==> config.mk <==
export PLATFORM = sky130hd
export DESIGN_NAME = sam_modexp_decoder
export DESIGN_NICKNAME = d
export VERILOG_FILES = /design/src/rtl/sam_modexp_decoder.sv
export SDC_FILE = /design/constraint.sdc
export NUM_CORES = 1
export LEC_CHECK = 0
export CELL_PAD_IN_SITES_DETAIL_PLACEMENT = 1
export CELL_PAD_IN_SITES_GLOBAL_PLACEMENT = 1
export CORE_AREA = 2 2 152 154
export CTS_BUF_LIST = sky130_fd_sc_hd__clkbuf_8 sky130_fd_sc_hd__clkbuf_16
export DETAILED_ROUTE_END_ITERATION = 8
export DIE_AREA = 0 0 154 156
export PLACE_DENSITY_LB_ADDON = 0.15
export SLEW_MARGIN = 20
export SYNTH_ARGS = -nofsm -noshare
export SYNTH_HDL_FRONTEND = slang
export SYNTH_SLANG_ARGS = --single-unit
==> constraint.sdc <==
create_clock -name clk -period 8 [get_ports clk]
set_clock_uncertainty 0.15 [all_clocks]
set_input_delay 1.2 -clock clk [delete_from_list [all_inputs] [get_ports clk]]
set_output_delay 1.2 -clock clk [all_outputs]
set_load 0.05 [all_outputs]
==> src/rtl/sam_modexp_decoder.sv <==
// ============================================================================
//  Module   : sam_modexp_decoder
//  Purpose  : Serial-configured modular exponentiation decoder. Loads a key
//             length code n, exponent d and modulus N, then decrypts framed
//             ciphertexts as M = C^d mod N using constant-time
//             square-and-multiply built on an interleaved modular multiplier.
//  Revision : 1.0 - initial release
// ============================================================================
`default_nettype none

module sam_modexp_decoder #(
    parameter int MAX_KEY = 16,
    parameter int NW      = 4
) (
    input  logic clk,
    input  logic reset,
    input  logic mode,
    input  logic str,
    output logic msg,
    output logic frame,
    output logic cfg_done,
    output logic cfg_err,
    output logic busy
);

    localparam int W  = MAX_KEY + 1;              // multiplier datapath width
    localparam int IW = $clog2(MAX_KEY);          // bit-index width
    localparam int KW = IW + 1;                   // width able to hold MAX_KEY
    localparam int CW = $clog2(NW + 2 * MAX_KEY + 1);
    localparam logic [CW-1:0] C_NW = CW'(NW);

    typedef enum logic [2:0] {
        S_IDLE, S_CFG, S_WAIT_START, S_RX, S_REDUCE, S_EXP_SQ, S_EXP_MUL, S_TX
    } state_t;

    state_t                state_q;
    logic [NW-1:0]         n_q;
    logic [MAX_KEY-1:0]    d_q, mod_q, c_q, cr_q, x_q, a_q, b_q;
    logic [W-1:0]          r_q;
    logic [IW-1:0]         k_q, e_q;
    logic [CW-1:0]         cnt_q;
    logic                  tx_end_q;
    logic                  msg_q, frame_q, cfg_done_q, cfg_err_q, busy_q;

    // One interleaved step: R = 2R mod N, then conditionally R = R + B mod N.
    // Operands are always below N (B may equal N only when N = 1), so a single
    // conditional subtraction after each addition suffices.
    function automatic logic [W-1:0] mm_step(input logic [W-1:0] r,
                                             input logic         a,
                                             input logic [W-1:0] b,
                                             input logic [W-1:0] m);
        logic [W-1:0] t;
        t = r << 1;
        if (t >= m) t = t - m;
        if (a) begin
            t = t + b;
            if (t >= m) t = t - m;
        end
        return t;
    endfunction

    logic [KW-1:0]      w_len;
    logic [IW-1:0]      w_len_m1;
    logic [CW-1:0]      w_len_c, w_d_end, w_n_end;
    logic               w_key_ok, w_cfg_valid;
    logic [W-1:0]       r_d;
    logic [MAX_KEY-1:0] res_d, x_mul_d, x_init_d, c_d;

    assign w_len       = KW'(1) << n_q;
    assign w_len_m1    = IW'(w_len - KW'(1));
    assign w_len_c     = CW'(w_len);
    assign w_d_end     = C_NW + w_len_c;
    assign w_n_end     = w_d_end + w_len_c;
    assign w_key_ok    = (32'(n_q) <= IW);
    assign w_cfg_valid = w_key_ok && (cnt_q == w_n_end) && (mod_q != '0);

    assign r_d      = mm_step(r_q, a_q[k_q], {1'b0, b_q}, {1'b0, mod_q});
    assign res_d    = r_d[MAX_KEY-1:0];
    assign x_mul_d  = d_q[e_q] ? res_d : x_q;
    assign x_init_d = (mod_q == MAX_KEY'(1)) ? '0 : MAX_KEY'(1);
    assign c_d      = MAX_KEY'({c_q, str});

    // Main controller: configuration capture, receive, exponentiation and transmit.
    always_ff @(posedge clk or posedge reset) begin
        if (reset) begin
            state_q    <= S_IDLE;
            n_q        <= '0;
            d_q        <= '0;
            mod_q      <= '0;
            c_q        <= '0;
            cr_q       <= '0;
            x_q        <= '0;
            a_q        <= '0;
            b_q        <= '0;
            r_q        <= '0;
            k_q        <= '0;
            e_q        <= '0;
            cnt_q      <= '0;
            tx_end_q   <= 1'b0;
            msg_q      <= 1'b0;
            frame_q    <= 1'b0;
            cfg_done_q <= 1'b0;
            cfg_err_q  <= 1'b0;
            busy_q     <= 1'b0;
        end else if (mode && state_q != S_CFG) begin
            // Entry edge into configuration aborts everything; it does not
            // sample a stream bit, the first bit arrives on the next edge.
            state_q    <= S_CFG;
            n_q        <= '0;
            d_q        <= '0;
            mod_q      <= '0;
            cnt_q      <= '0;
            tx_end_q   <= 1'b0;
            msg_q      <= 1'b0;
            frame_q    <= 1'b0;
            cfg_done_q <= 1'b0;
            cfg_err_q  <= 1'b0;
            busy_q     <= 1'b0;
        end else begin
            case (state_q)
                S_IDLE: ;
                S_CFG: begin
                    if (mode) begin
                        if (cnt_q < C_NW) begin
                            n_q   <= NW'({n_q, str});
                            cnt_q <= cnt_q + CW'(1);
                        end else if (w_key_ok && cnt_q < w_d_end) begin
                            d_q   <= MAX_KEY'({d_q, str});
                            cnt_q <= cnt_q + CW'(1);
                        end else if (w_key_ok && cnt_q < w_n_end) begin
                            mod_q <= MAX_KEY'({mod_q, str});
                            cnt_q <= cnt_q + CW'(1);
                        end
                    end else if (w_cfg_valid) begin
                        cfg_done_q <= 1'b1;
                        state_q    <= S_WAIT_START;
                    end else begin
                        cfg_err_q  <= 1'b1;
                        state_q    <= S_IDLE;
                    end
                end
                S_WAIT_START: begin
                    if (!str) begin
                        busy_q  <= 1'b1;
                        c_q     <= '0;
                        k_q     <= w_len_m1;
                        state_q <= S_RX;
                    end
                end
                S_RX: begin
                    c_q <= c_d;
                    if (k_q == '0) begin
                        a_q     <= c_d;
                        b_q     <= MAX_KEY'(1);
                        r_q     <= '0;
                        k_q     <= w_len_m1;
                        state_q <= S_REDUCE;
                    end else begin
                        k_q <= k_q - IW'(1);
                    end
                end
                S_REDUCE: begin
                    r_q <= r_d;
                    if (k_q == '0) begin
                        cr_q    <= res_d;
                        x_q     <= x_init_d;
                        a_q     <= x_init_d;
                        b_q     <= x_init_d;
                        r_q     <= '0;
                        k_q     <= w_len_m1;
                        e_q     <= w_len_m1;
                        state_q <= S_EXP_SQ;
                    end else begin
                        k_q <= k_q - IW'(1);
                    end
                end
                S_EXP_SQ: begin
                    r_q <= r_d;
                    if (k_q == '0) begin
                        x_q     <= res_d;
                        a_q     <= res_d;
                        b_q     <= cr_q;
                        r_q     <= '0;
                        k_q     <= w_len_m1;
                        state_q <= S_EXP_MUL;
                    end else begin
                        k_q <= k_q - IW'(1);
                    end
                end
                S_EXP_MUL: begin
                    // The product is always computed; d only selects whether it is kept.
                    r_q <= r_d;
                    if (k_q == '0) begin
                        x_q <= x_mul_d;
                        r_q <= '0;
                        k_q <= w_len_m1;
                        if (e_q == '0) begin
                            tx_end_q <= 1'b0;
                            state_q  <= S_TX;
                        end else begin
                            e_q     <= e_q - IW'(1);
                            a_q     <= x_mul_d;
                            b_q     <= x_mul_d;
                            state_q <= S_EXP_SQ;
                        end
                    end else begin
                        k_q <= k_q - IW'(1);
                    end
                end
                S_TX: begin
                    if (tx_end_q) begin
                        frame_q  <= 1'b0;
                        msg_q    <= 1'b0;
                        busy_q   <= 1'b0;
                        tx_end_q <= 1'b0;
                        state_q  <= S_WAIT_START;
                    end else begin
                        frame_q <= 1'b1;
                        msg_q   <= x_q[k_q];
                        if (k_q == '0) tx_end_q <= 1'b1;
                        else           k_q      <= k_q - IW'(1);
                    end
                end
                default: state_q <= S_IDLE;
            endcase
        end
    end

    assign msg      = msg_q;
    assign frame    = frame_q;
    assign cfg_done = cfg_done_q;
    assign cfg_err  = cfg_err_q;
    assign busy     = busy_q;

endmodule

`default_nettype wire

[Word level (Yosys, flattened, before mapping)]
Index checks and enable logic that the tools add are counted.
Storage, ports and cells
  bits in registers: 154
  bits in latches: 0
  bits in writable memories: 0
  ROM bits: 0
  memories: 0
Cells by class
  add/sub/neg operators: 9
  multipliers: 0
  div/mod/pow operators: 0
  order comparisons: 8
  equality and inequality tests: 30
  shifts and indexed selects: 1
  muxes and demuxes: 92
  bitwise gates (word level): 1
  reductions and logical operators: 43
Operators with widths (number)
  two-way mux 16 bit: 24
  case mux 16 bit (4 select lines): 2
  case mux 16 bit (3 select lines): 1
  two-way mux 4 bit: 11
  two-way mux 6 bit: 6
  greater-or-equal comparator 17 x 16 -> 1 bit: 2
  case mux 16 bit (2 select lines): 1
  case mux 15 bit (2 select lines): 1
  AND reduction 3 bit: 9
  two-way mux 1 bit: 26
  two-way mux 3 bit: 8
  inequality test 3 bit, second input constant: 8
  case mux 3 bit (7 select lines): 1
  inequality test 2 bit, second input constant: 10
  AND reduction 5 bit: 4
  nonzero test 2 bit: 10
  adder 17 x 16 -> 17 bit: 1
  two-way mux 17 bit: 1
  subtractor 17 x 16 -> 17 bit: 1
  == test 16 x 1 -> 1 bit, second input constant: 1
  nonzero test 16 bit: 1
  subtractor 16 bit: 1
  two-way mux 15 bit: 1
  binary-select mux 1 bit (select 4 bit): 3
  30 further kinds: 50

[Depth between registers and ports, before layout]
  word-level depth: 11
  depth in mapped cells: 30
  depth with buffers taken out: 27

[Least setup slack after synthesis]
OpenSTA, ideal clock, no wires.
  kind: register to register
  start point: reg mod_q[6]
  end point: reg b_q[4]
  library setup time: 128 ps
  arrival time: 6203 ps
  data required time: 7722 ps
  setup slack: 1519 ps
  stages on the path, launching flop included: 29
  path buffers: 2
  cells stage by stage: dfrtp_1 -> inv_1 -> ha_1 -> a211o_1 -> o41a_4 -> o31ai_4 -> a21oi_1 -> buf_2 -> mux2i_1 -> inv_1 -> ha_1 -> a21oi_1 -> o2111ai_1 -> a21oi_1 -> o22ai_1 -> or2_2 -> xor2_1 -> ha_1 -> a211o_1 -> a211oi_1 -> nand3_1 -> a41o_1 -> o21ai_0 -> nor2_1 -> clkbuf_1 -> o41ai_2 -> a31oi_2 -> a221oi_2 -> a21oi_1
On the way
  word-level cells in the longest chain between the ends: 10
  elaborated cells on any way between the ends: 12
  those cells by class: 3 x add/sub; 2 x order compare; 7 x mux
Ends and longest elaborated chain
  start: declaration: line 38  | logic [MAX_KEY-1:0] d_q, mod_q, c_q, cr_q, x_q, a_q, b_q;
  start signal: assignment: line 131  | mod_q <= MAX_KEY'({mod_q, str});
  subtractor 17 x 16 -> 17 bit / greater-or-equal comparator 17 x 16 -> 1 bit (equally long branches): line 54  | if (t >= m) t = t - m;
  two-way mux 17 bit: line 54
  adder 17 x 16 -> 17 bit: line 56  | t = t + b;
  greater-or-equal comparator 17 x 16 -> 1 bit / subtractor 16 bit (equally long branches): line 57  | if (t >= m) t = t - m;
  two-way mux 16 bit: line 57
  two-way mux 16 bit *: line 55  | if (a) begin
  two-way mux 16 bit *: line 79  | assign x_mul_d = d_q[e_q] ? res_d : x_q;
  two-way mux 16 bit *: line 197  | if (e_q == '0) begin
  two-way mux 16 bit *: line 193  | if (k_q == '0) begin
  case mux 16 bit (4 select lines) *: line 120  | case (state_q)
  end signal: assignment: line 168  | b_q <= x_init_d;
  end signal: assignment: line 182  | b_q <= cr_q;
  end signal: assignment: line 203  | b_q <= x_mul_d;
  end: declaration: line 38
Mark *: on every way between the ends. The rest lies on a longest branch, timed or not. The select of a mux whose other input is x is not followed.
A chain may end at the register's enable or synchronous reset.

[Final worst setup path]
  start point: reg mod_q[10]
  end point: reg a_q[5]
On the way
  word-level cells in the longest chain between the ends: 10
  elaborated cells on any way between the ends: 13
  those cells by class: 3 x add/sub; 2 x order compare; 8 x mux
Ends and longest elaborated chain
  subtractor 17 x 16 -> 17 bit / greater-or-equal comparator 17 x 16 -> 1 bit (equally long branches): line 54
  two-way mux 17 bit: line 54
  adder 17 x 16 -> 17 bit: line 56
  greater-or-equal comparator 17 x 16 -> 1 bit / subtractor 16 bit (equally long branches): line 57
  two-way mux 16 bit: line 57
  two-way mux 16 bit *: line 55
  two-way mux 16 bit: line 79
  two-way mux 16 bit: line 197
  two-way mux 16 bit: line 193
  case mux 16 bit (4 select lines) *: line 120
  end signal: assignment: line 167  | a_q <= x_init_d;
  end signal: assignment: line 181  | a_q <= res_d;
  end signal: assignment: line 202  | a_q <= x_mul_d;
  end: declaration: line 38
Marked as above.

==> results.py <==
metrics = {
    "outcome": {
        "outcome": "completed",
    },
    "layout": {
        "num_antenna_cells": 0,
        "syn_to_final_growth_pct": 8.733,
        "drive_above_1_share": 0.1068,
        "num-nets-final": 1272,
    },
    "sta": {
        "fin_setup_tns_ns": 0,
        "tightest_slew_ns": 0.9988,
        "fmax_mhz": 131.8,
        "finalHoldViolCount": 0,
        "setup_violations": 0,
        "post-route-period-util": 0.9485,
        "min_period_ns": 7.588,
        "maxSlewHeadroom": 0.3334,
        "drv_slew": 0,
        "whs_ns": 0.3346,
        "grt_setup_unrepaired": "no",
    },
    "floorplan": {
        "chipWidth_um": 154,
        "die_y_um": 156,
        "core-area_um2": 22370,
        "dieArea_um2": 24020,
        "std_cell_rows": 55,
        "start_util": 0.4914,
        "io_pins": 9,
    },
    "clocking": {
        "cts_hold_buf": 0,
        "path_clk_slew_ns": 0.07,
        "cts_buffers": 17,
        "root_buffer": "clkbuf_16",
        "clkSinkCount": 154,
        "clk_latency_ns": 0.43,
        "cts_tree": "yes",
        "postCtsSetupBuffers": 0,
        "cts_buffer_depth": 2,
        "htree_num_levels": 4,
    },
    "worst_setup_path": {
        "end_kind": "flip-flop",
        "cp_common_cell": "ha_1",
        "cp_max_fo": 13,
        "critPathKind": "reg -> reg",
        "reg2reg_setup_slack_ns": 0.41,
        "crit_slowest_cell": "or4b_2",
        "startpoint_type": "flip-flop",
        "critPathMaxStageDelay_ns": 0.63,
        "required_ns": 8.16,
        "worstPathArrival_ns": 7.75,
    },
    "synth": {
        "yosys.cell_types.count": 94,
        "yosysWarnings": 0,
        "synthTopCellsByCount": "154 x dfrtp_1, 136 x nand2_1, 99 x nor2_1",
        "synth_area_leaders": "dfrtp_1 35%, ha_1 8.0%, nand2_1 4.6%",
        "syn_avg_cell_area_um2": 9.097,
        "ys_async_sr_fraction": 1.000,
        "yosysTopAreaCell": "dfrtp_1",
        "synth.most_common_cell": "dfrtp_1",
        "synth_edf_count": 0,
        "syn_area_um2": 10990,
        "syn-num-nets": 1285,
        "synth_seq_cells": 154,
        "netlist_instances": 1208,
        "synth_seq_area_share": 0.3507,
        "synth_top_area_frac": 0.3507,
        "synthFlopType": "dfrtp_1",
    },
    "routing": {
        "drcViolationCount": 0,
        "ant_nets": 0,
        "vias_per_cell": 6.447,
        "first_pass_iters": 5,
        "vias": 9625,
        "first_iter_violations": 773,
        "detail_route.wl_per_cell_um": 23.52,
        "routed_wl_um": 35110,
    },
    "placed_design": {
        "dpl.hpwl_um": 26010,
        "port_buffers": 8,
        "gp_congestion": 0.9314,
    },
    "min_path": {
        "hold_class": "reg -> reg",
    },
    "grt": {
        "grt_use_total": 0.3000,
        "grt_pass1_vias": 9830,
        "grt_max_degree": 93,
        "antenna_found_initial": 0,
        "grt_pass1_wl_um": 56260,
        "overflow": 0,
    },
    "run": {
        "drv_cap": 0,
    },
}
[worst paths after layout]
kind,startpoint,endpoint,cells past startpoint
setup / recovery,mod_q[10],a_q[5],27
max in group asynchronous,reset,x_q[7],3
hold reg to reg,cfg_done,cfg_done,2
hold / removal,cfg_done,cfg_done,2
setup reg to reg,mod_q[10],a_q[5],27
min in group asynchronous,reset,n_q[2],2
[cell type report]
class / count / area (µm²)
Sequential cell: 154 / 3854
Timing Repair Buffer: 24 / 200.2
Inverter: 56 / 215.2
Clock buffer: 17 / 425.4
Fill cell: 2566 / 10420
Clock inverter: 15 / 185.2
Multi-Input combinational cell: 942 / 6713
Tap cell: 285 / 356.6
[worst max-delay path: cells and delay by family, from the launching register on]
kind                       cells  cell delay, ns
AOI/OAI and AO/OA             13            3.44
and+or+nand+nor                8            2.20
buffers and inverters          2            0.20
adders and majority gates      4            1.07
DFF                            1            0.41
[logic make-up (layout without fill, tap and decap cells)]
family / count (synthesis) / in the layout / share of synthesized area
buf+inv: 112 / 112 / 0.04292
mux: 49 / 49 / 0.05613
xor+xnor: 47 / 47 / 0.03746
fa+ha+maj: 73 / 73 / 0.08516
other cells: 1 / 1 / 0.0003412
flops: 154 / 154 / 0.3507
simple gates: 383 / 383 / 0.1640
compound gates: 389 / 389 / 0.2634
[state kept, by name, indices dropped and copies added (netlist names), 3 cells and up]
| name | flops |
|---|---|
| a_q | 16 |
| b_q | 16 |
| c_q | 15 |
| cnt_q | 6 |
| cr_q | 16 |
| d_q | 16 |
| e_q | 4 |
| k_q | 4 |
| mod_q | 16 |
| n_q | 4 |
| r_q | 16 |
| state_q | 3 |
| x_q | 16 |
[what timing repair did]
action	4_1_cts	5_1_grt
endpoints found under the setup margin	0	18
gates resized for setup	0	3
endpoints found under the hold margin	0	0
[per-layer routing]
metal / up-vias / track usage / routed length (µm)
li1: 4439 / - / -
met1: 4916 / 0.4022 / 16030
met2: 208 / 0.5050 / 16780
met3: 62 / 0.03778 / 1310
met4: 0 / 0.1006 / 989
met5: - / 0 / 0
[layout by cell type, fill, tap and decap left out, drive strengths merged, types with 6 or more instances in the layout]
cell type,Yosys,final
o21a,11,11
or2,7,7
mux4,9,9
or3,8,8
a211oi,10,10
o211ai,21,21
nor2,100,100
clkbuf,41,17
a31oi,21,21
a22o,40,40
o41ai,14,14
xnor2,33,33
buf,15,16
nand3,23,23
a221oi,14,14
nand2b,10,10
a22oi,8,8
xor2,14,14
a21oi,76,76
a21o,23,23
inv,56,64
and2,12,12
nor4,6,6
clkdlybuf4s50,0,8
nand2,136,136
and3,9,9
nor3,37,37
nand4,6,6
ha,70,70
o21ai,90,90
o31ai,9,9
mux2,11,11
mux2i,29,29
nor2b,10,10
dfrtp,154,154
[through the flow]
stage            util  instances  setup slack (ns)  area [µm²]
3_3_place_gp   0.5057       1461            0.3976       11310
2_1_floorplan       -       1208             1.519       10990
3_5_place_dp   0.5057       1461            0.3252       11310
4_1_cts        0.5330       1493            0.2316       11920
6_report       0.5343       1493            0.4122       11950
5_1_grt        0.5343       1493          0.009499       11950
Power of run 1 is left out: the tool's default activity adds up to more than one toggle a clock period on the data nets, which glitch-free logic cannot reach.
